## config.mk

```make
export PLATFORM = sky130hd
export DESIGN_NAME = fifo_flow_ctrl
export DESIGN_NICKNAME = d
export VERILOG_FILES = /design/src/rtl/fifo_pkg.sv /design/src/rtl/fifo_mem_array.sv /design/src/rtl/fifo_flow_ctrl.sv
export SDC_FILE = /design/constraint.sdc
export NUM_CORES = 1
export LEC_CHECK = 0
export BUFFER_PORTS_ARGS = -buffer_cell sky130_fd_sc_hd__buf_2
export CELL_PAD_IN_SITES_DETAIL_PLACEMENT = 1
export CELL_PAD_IN_SITES_GLOBAL_PLACEMENT = 1
export CORE_UTILIZATION = 23
export CTS_CLUSTER_DIAMETER = 120
export CTS_CLUSTER_SIZE = 12
export DETAILED_ROUTE_END_ITERATION = 7
export PLACE_DENSITY_LB_ADDON = 0.15
export SKIP_LAST_GASP = 1
export SLEW_MARGIN = 40
export SYNTH_ARGS = -nofsm -noshare
export SYNTH_HDL_FRONTEND = slang
export SYNTH_HIERARCHICAL = 1
export SYNTH_SLANG_ARGS = --single-unit
export TNS_END_PERCENT = 50
```

## constraint.sdc

```tcl
create_clock -name clk -period 1.86 [get_ports clk]
set_input_delay 0.186 -clock clk [delete_from_list [all_inputs] [get_ports clk]]
set_output_delay 0.186 -clock clk [all_outputs]
set_load 0.01 [all_outputs]
```

## src/rtl/fifo_pkg.sv

```systemverilog
// Shared constants and helpers for the flow-controlled FIFO.
package fifo_pkg;

    function automatic int clog2(input int value);
        int res;
        int v;
        res = 0;
        v = value - 1;
        while (v > 0) begin
            res = res + 1;
            v = v >> 1;
        end
        return res;
    endfunction

    localparam int DEPTH_DEF     = 4;
    localparam int WORD_SIZE_DEF = 6;
    localparam int PTR_L_DEF     = clog2(DEPTH_DEF);
    localparam int CNT_L_DEF     = PTR_L_DEF + 1;

endpackage

```

## src/rtl/fifo_mem_array.sv

```systemverilog
// Dual-port storage with a synchronous write port and a registered,
// zero-when-idle read port; everything clears on reset.
module fifo_mem_array #(
    parameter int DEPTH     = 4,
    parameter int WORD_SIZE = 6,
    parameter int PTR_L     = 2
) (
    input  logic                 clk,
    input  logic                 reset,
    input  logic                 wr_en,
    input  logic [PTR_L-1:0]     wr_addr,
    input  logic [WORD_SIZE-1:0] wr_data,
    input  logic                 rd_en,
    input  logic [PTR_L-1:0]     rd_addr,
    output logic [WORD_SIZE-1:0] rd_data
);

    logic [WORD_SIZE-1:0] mem [DEPTH];

    // Read sees the pre-write contents, so a full-FIFO push+pop to the same
    // slot returns the oldest word rather than the incoming one.
    always_ff @(posedge clk) begin
        if (reset) begin
            for (int i = 0; i < DEPTH; i++) begin
                mem[i] <= '0;
            end
            rd_data <= '0;
        end else begin
            if (wr_en) begin
                mem[wr_addr] <= wr_data;
            end
            rd_data <= rd_en ? mem[rd_addr] : '0;
        end
    end

endmodule

```

## src/rtl/fifo_flow_ctrl.sv

```systemverilog
// Synchronous FIFO: pointer/count management, status flags, sticky errors
// and a registered read port with valid strobe.
module fifo_flow_ctrl
    import fifo_pkg::*;
#(
    parameter int DEPTH     = DEPTH_DEF,
    parameter int WORD_SIZE = WORD_SIZE_DEF,
    parameter int PTR_L     = PTR_L_DEF,
    parameter int CNT_L     = CNT_L_DEF
) (
    input  logic                 clk,
    input  logic                 reset,
    input  logic                 push,
    input  logic                 pop,
    input  logic [WORD_SIZE-1:0] data_in,
    input  logic [CNT_L-1:0]     af_th,
    input  logic [CNT_L-1:0]     ae_th,
    output logic [WORD_SIZE-1:0] data_out,
    output logic                 valid,
    output logic                 full,
    output logic                 empty,
    output logic                 almost_full,
    output logic                 almost_empty,
    output logic [CNT_L-1:0]     count,
    output logic                 overflow,
    output logic                 underflow
);

    logic [PTR_L:0] wr_ptr;
    logic [PTR_L:0] rd_ptr;
    logic           push_ok;
    logic           pop_ok;

    // Flags come only from registered pointers/count; push/pop never reach outputs.
    assign full  = (wr_ptr[PTR_L] != rd_ptr[PTR_L]) &&
                   (wr_ptr[PTR_L-1:0] == rd_ptr[PTR_L-1:0]);
    assign empty = (wr_ptr == rd_ptr);

    assign almost_full  = (count >= af_th);
    assign almost_empty = (count <= ae_th);

    assign pop_ok  = pop && !empty;
    assign push_ok = push && (!full || pop_ok);

    always_ff @(posedge clk) begin
        if (reset) begin
            wr_ptr    <= '0;
            rd_ptr    <= '0;
            count     <= '0;
            valid     <= 1'b0;
            overflow  <= 1'b0;
            underflow <= 1'b0;
        end else begin
            if (push_ok) begin
                wr_ptr <= wr_ptr + 1'b1;
            end
            if (pop_ok) begin
                rd_ptr <= rd_ptr + 1'b1;
            end
            case ({push_ok, pop_ok})
                2'b10:   count <= count + 1'b1;
                2'b01:   count <= count - 1'b1;
                default: count <= count;
            endcase
            valid <= pop_ok;
            if (push && !push_ok) begin
                overflow <= 1'b1;
            end
            if (pop && !pop_ok) begin
                underflow <= 1'b1;
            end
        end
    end

    fifo_mem_array #(
        .DEPTH     (DEPTH),
        .WORD_SIZE (WORD_SIZE),
        .PTR_L     (PTR_L)
    ) u_mem (
        .clk     (clk),
        .reset   (reset),
        .wr_en   (push_ok),
        .wr_addr (wr_ptr[PTR_L-1:0]),
        .wr_data (data_in),
        .rd_en   (pop_ok),
        .rd_addr (rd_ptr[PTR_L-1:0]),
        .rd_data (data_out)
    );

endmodule

```

==> summary.md, run 1 <==
| Metric | Value |
|---|---|
| Syn Std Cell Area | about 2000 um2 |
| Critical Path RT | around 1.9 ns |
| Max cap viols | 0 |
| Routability congestion estimate | about 0.7 |
| Total grt overflow | 0 |
| Starting Density | 0.236 |
| Post-route ant nets | 0 |
| Final Non-Filler Cells | between 300 and 400 |
| Synth Instances | approximately 170 |
| Seq/Total Area, Yosys | 0.528 |
| CORE AREA | around 8700 um2 |
| Fmax | roughly 540 MHz |
| Root Buffer | clkbuf_8 |
| Post-synth EDFFs | 24 |
| Final period util | 0.997 |
| Detailed-route via count | ~1400 |
| Placed cells | between 300 and 400 |
| Async set or reset register ratio after synthesis | 0 |
| Clock transition at path regs | about 0.080 ns |
| Drt total wl | 4.40 mm |
| Seq cells post-synth | 42 |
| WHS | about 0.21 ns |
| Synth Warn # | 6 |
| Synthesis-to-finish area growth | 27.6% |
| Clock Sinks | 42 |
| Worst slew pin tran | roughly 0.57 ns |
| Dominant cells by area after synthesis | edfxtp_1 (35%), dfxtp_1 (18%), and2_1 (7.3%), mux2i_1 (6.4%), ha_1 (4.9%) |
| Leakage | ~1.1 nW |
| Post-synth top flop | edfxtp_1 |
| Full die area | a little over 9000 um2 |
| H-tree levels | 2 |
| ANT cells | 0 |
| Power Density | approximately 950 nW/um2 |
| Critical Path AT | 1.90 ns |
| Worst Path Max Fanout | 7 |
| Slew headroom | 0.617 |
| Status | finished clean |
| Total global routing track utilization | 0.109 |
| Final HPWL DP | 3.43 mm |
| Routed WL per cell | between 10 and 15 um |
| Vias in the first global route | around 1400 |
| Critical path class | flop to flop |
| Hold Buf Count CTS | 0 |
| CTS Buf Count | 5 |
| Final Setup Violations | 0 |
| Synth unique cells | 43 |
| First-pass GRT wire length | 7.31 mm |
| Placed Area | between 2000 and 2500 um2 |
| Fin area | ~2600 um2 |
| Share of layout cells above drive strength 1 | 0.362 |
| Largest net degree at the start of global routing | 20 |
| Final Skew | approximately 0.005 ns |
| Crit path time final | between 1.5 and 2 ns |
| Area leader, netlist | edfxtp_1 |
| Total power | 2.49 mW |
| Max Slew Vio Count | 0 |
| Fin util | 0.301 |
| Syn nets | ~190 |
| Die W | about 96 um |
| Buffer depth of the longest clock path | 2 |
| RSZ-0062 raised after global routing | true |
| Final Hold Viols | 0 |
| Initial antenna violation count | 0 |
| DRC | 0 |
| Yosys top cell area share | 0.352 |
| Worst-skew pair later-pin latency | about 0.30 ns |
| Die Ht | a little under 100 um |
| Post-layout nets | 245 |
| Drt pass-1 iters | 4 |
| Iter 0 DRT Violations | 20 |
| Avg Inst Size Synth | about 12 um2 |
| Maximum VDD drop | approximately 0.25 mV |
| Via density | between 4 and 5 |
| Number of core rows | 34 |
| CTS tree | built |
| IO Port Bufs | 31 |
| Hold WC Path Type | input pin to flop |
| Io pins | 32 |
| Crit. End Element | flop |
| Crit path launch type | flop |
==> per-layer routing <==
metal	global-route usage	vias to the layer above	routed length (um)
met3	0.0197	6	129
met4	0.0551	0	95
met5	0	-	0
li1	-	693	-
met1	0.152	656	2280
met2	0.162	23	1900
==> state kept, by name, summed over array words and instances (netlist names) <==
signal and cells:
count 3, u_mem/mem 24, valid 1, underflow 1, wr_ptr 3, overflow 1, u_mem/rd_data 6, rd_ptr 3
==> critical path, cell delays in order, from the launching register on <==
cell	delay, ns
dfxtp_4	0.37
xor2_4	0.19
buf_4	0.14
o41a_4	0.39
nor4b_4	0.15
or2_2	0.36
==> where the power goes <==
part,leakage [nW],internal [mW],switching (mW)
sequential,0.402,1.08,0.0689
combinational,0.615,0.352,0.389
clock,0.0441,0.264,0.331
total,1.06,1.70,0.788
==> synth_stat cells, types with 2 or more instances <==
cell and instances:
a21o_1 2, a21oi_1 2, and2_1 24, buf_2 2, dfxtp_1 18, edfxtp_1 24, ha_1 8, inv_1 9
mux2i_1 13, nand2_1 6, nor2_1 13, nor2b_1 3, o21ai_0 3, o22ai_1 5, xnor2_1 6, xor2_1 3
xor2_2 2
==> repair_timing <==
item | CTS | global route
gates cloned | 0 | 0
endpoints found under the setup margin | 2 | 21
pin swaps | 2 | 3
buffers inserted | 1 | 3
resized for setup | 4 | 6
==> cells by family after synthesis <==
logic type      count (synthesis)  share of synthesized area
fa+ha+maj                       9                     0.0587
simple gates                   58                      0.173
buf+inv                        12                     0.0232
mux                            14                     0.0691
xor+xnor                       11                     0.0544
flops                          42                      0.528
compound gates                 23                     0.0935
==> cell usage in the layout, fill, tap and decap left out, drive strengths merged, types with 2 or more instances in the layout <==
cell type,n
a21oi,2
nand2,6
o22ai,6
inv,9
and2,24
clkinv,2
o21ai,3
edfxtp,24
xor2,5
dfxtp,18
nor2b,3
o211ai,2
and4bb,2
ha,8
buf,47
nor2,14
mux2i,13
or2,2
a21o,2
xnor2,6
clkbuf,5
==> through the flow <==
| step | setup WS (ns) | TNS (ns) |
|---|---|---|
| floorplan | -0.00551 | -0.00551 |
| global placement | 0.0111 | 0 |
| detailed placement | -0.0193 | -0.0193 |
| CTS | -0.0199 | -0.0507 |
| global route | -0.0643 | -0.539 |
| finish | 0.00528 | 0 |
==> final timing paths <==
path / start / to / slack [ns] / depth (start not counted)
setup / recovery: wr_ptr[0] / u_mem/mem[0][2] / 0.005 / 5
hold / removal: data_in[1] / u_mem/mem[3][1] / 0.21 / 2
setup reg to reg: wr_ptr[0] / u_mem/mem[0][2] / 0.005 / 5
hold reg to reg: overflow / overflow / 0.48 / 2
==> area by class of cell <==
type                            count  area [um2]
Clock buffer                        5        68.8
Multi-Input combinational cell    115         970
Timing Repair Buffer               47         275
Fill cell                         999        6070
Inverter                            9        33.8
Sequential cell                    42        1110
Clock inverter                      3        21.3
Tap cell                          108         135
Note: power is estimated with default switching activity, not from simulation.
==> inputs of run 2 (changes only) <==
==> constraint.sdc (replaced) <==
create_clock -name clk -period 1.86 [get_ports clk]
set_input_delay 0.279 -clock clk [delete_from_list [all_inputs] [get_ports clk]]
set_output_delay 0.279 -clock clk [all_outputs]
set_load 0.01 [all_outputs]
==> run 2 against run 1 <==
  * The run now ends with setup timing left
  * Die area is the same
  * Cell area grew 1.5%
  * Critical path depth is the same
  * Critical path type unchanged
  * Highest routed layer unchanged
==> summary.md, run 2 (same netlist as run 1, synthesis figures left out) <==
| Metric | Value |
|---|---|
| Worst slew pin tran | between 0.5 and 0.6 ns |
| Critical Path AT | between 1.5 and 2 ns |
| Most common cell after layout, fill and taps aside | buf_2 |
| Commonest non-fill, non-tap cells in the layout | buf_2 (31), and2_1 (24), edfxtp_1 (24) |
| Worst-skew pair later-pin latency | slightly below 0.3 ns |
| Total grt overflow | 0 |
| Share of power burned in registers | 0.453 |
| Die W | roughly 96 um |
| Hold WC Path Type | input pin to flop |
| Maximum VDD drop | about 0.28 mV |
| Critical path class | flop to flop |
| Final Setup Violations | 6 |
| RSZ-0062 raised after global routing | true |
| Crit. End Element | flop |
| Root Buffer | clkbuf_8 |
| Routability congestion estimate | between 0.6 and 0.7 |
| Max cap viols | 0 |
| CTS Buf Count | 5 |
| R2R setup slack | -0.03 ns |
| Crit path launch type | flop |
| Fin util | 0.305 |
| CORE AREA | between 8000 and 9000 um2 |
| Hold wc startpoint | pop |
| Buffer depth of the longest clock path | 2 |
| Violations in the final reports | setup timing |
| Post-route ant nets | 0 |
| Hold Path End | underflow |
| First-pass GRT wire length | roughly 7 mm |
| Clock transition at path regs | ~0.09 ns |
| R2r worst-path depth | 5 |
| Post-layout nets | around 250 |
| Slew headroom | 0.618 |
| Largest regs | u_mem/mem: 24 flops, u_mem/rd_data: 6 flops |
| Crit-path cells | xor2_4 -> buf_4 -> o41a_4 -> and4bb_4 -> or2_1 |
| Number of core rows | 34 |
| Initial antenna violation count | 0 |
| Vias in the first global route | 1332 |
| Reg2reg end | u_mem/mem[2][4] |
| Via density | approximately 4.1 |
| Worst path slowest cell | o41a_4 |
| ANT cells | 0 |
| Drt total wl | 4.24 mm |
| Leakage | 1.07 nW |
| IO Port Bufs | 31 |
| Fmax | roughly 530 MHz |
| Largest register FFs | 24 |
| Worst Path Max Fanout | 7 |
| Comb pwr share | 0.315 |
| Critical Path RT | between 1.5 and 2 ns |
| Clk pwr share | 0.232 |
| H-tree levels | 2 |
| Largest net degree at the start of global routing | 18 |
| Full die area | a little over 9000 um2 |
| Final Skew | roughly 0.0048 ns |
| Most flop-heavy register | u_mem/mem |
| Routed WL per cell | 12.9 um |
| Reg2reg start | rd_ptr[0] |
| Share of layout cells above drive strength 1 | 0.380 |
| WHS | around 0.31 ns |
| P_sw | around 0.80 mW |
| Switching Fraction | 0.313 |
| Iter 0 DRT Violations | 24 |
| Die Ht | 96.3 um |
| Internal power | 1.75 mW |
| Max Slew Vio Count | 0 |
| DRC | 0 |
| CP peak stage delay | approximately 0.4 ns |
| Hold Buf Count CTS | 0 |
| Status | finished, violations left |
| CTS tree | built |
| Final worst setup slack | -0.0269 ns |
| Power Density | slightly below 1000 nW/um2 |
| Final HPWL DP | around 3.3 mm |
| Total global routing track utilization | 0.102 |
| Io pins | 32 |
| Final period util | 1.01 |
| Drt pass-1 iters | 4 |
| Starting Density | 0.236 |
| Final Hold Viols | 0 |
| Detailed-route via count | about 1400 |
| Fillers | between 900 and 1000 |
| Synthesis-to-finish area growth | 29.5% |
| Crit path time final | about 1.9 ns |
| Cells on Worst Hold Path | 3 |
| Clock Sinks | between 40 and 50 |
## run 2: layout make-up
cell class	instances	area (um2)	share of cell area
Sequential cell	42	1110	0.417
Multi-Input combinational cell	115	1010	0.380
Timing Repair Buffer	47	275	0.104
Tap cell	108	135	0.0510
Clock buffer	5	68.8	0.0260
Inverter	9	36.3	0.0137
Clock inverter	3	21.3	0.00803
## run 2: routing by layer
layer | part of all wire | track usage | up-vias
met5 | 0 | 0 | -
met4 | 0.015 | 0.0368 | 0
met3 | 0.028 | 0.0213 | 6
met2 | 0.44 | 0.151 | 22
met1 | 0.52 | 0.145 | 635
li1 | - | - | 696
## run 2: what timing repair did
action                                  4_1_cts  5_1_grt
pin swaps                                     0        8
buffers inserted                              0        5
gates resized for setup                       3       11
endpoints found under the setup margin        4       11
## run 2: worst max path at each step
stage | start | to | slack [ns] | cells after the start
after floorplan | wr_ptr[0] | count[2] | -0.006 | 7
after detailed placement | rd_ptr[0] | count[2] | -0.03 | 7
after global placement | rd_ptr[0] | count[2] | 0.008 | 7
after CTS | rd_ptr[0] | count[2] | -0.04 | 7
after global routing | rd_ptr[1] | count[2] | -0.08 | 8
final | rd_ptr[0] | u_mem/mem[2][4] | -0.03 | 5
## run 2: power by group through the flow
stage | Sequential, mW | Combinational (mW) | Clock (mW)
after global routing | 1.17 | 0.907 | 0.660
after CTS | 1.16 | 0.700 | 0.628
final | 1.16 | 0.805 | 0.593
after floorplan | 1.19 | 0.425 | 0
after global placement | 1.17 | 0.698 | 0
after detailed placement | 1.17 | 0.694 | 0
## run 2: worst max-delay path, delay by kind of cell (launching register included)
family          cells  cell delay [ns]
simple gates        2             0.53
compound gates      1             0.40
flops               1             0.36
xor+xnor            1             0.19
buf+inv             1             0.14
## run 2: metrics by stage
stage | cells | setup WS, ns | TNS [ns] | total power [mW] | area (um2)
finish | 329 | -0.0269 | -0.158 | 2.55 | 2650
global route | 329 | -0.0822 | -1.01 | 2.74 | 2650
CTS | 324 | -0.0358 | -0.0696 | 2.48 | 2550
detailed placement | 316 | -0.0261 | -0.0261 | 1.86 | 2450
global placement | 316 | 0.00790 | 0 | 1.86 | 2450
floorplan | 169 | -0.00551 | -0.00551 | 1.62 | 2090
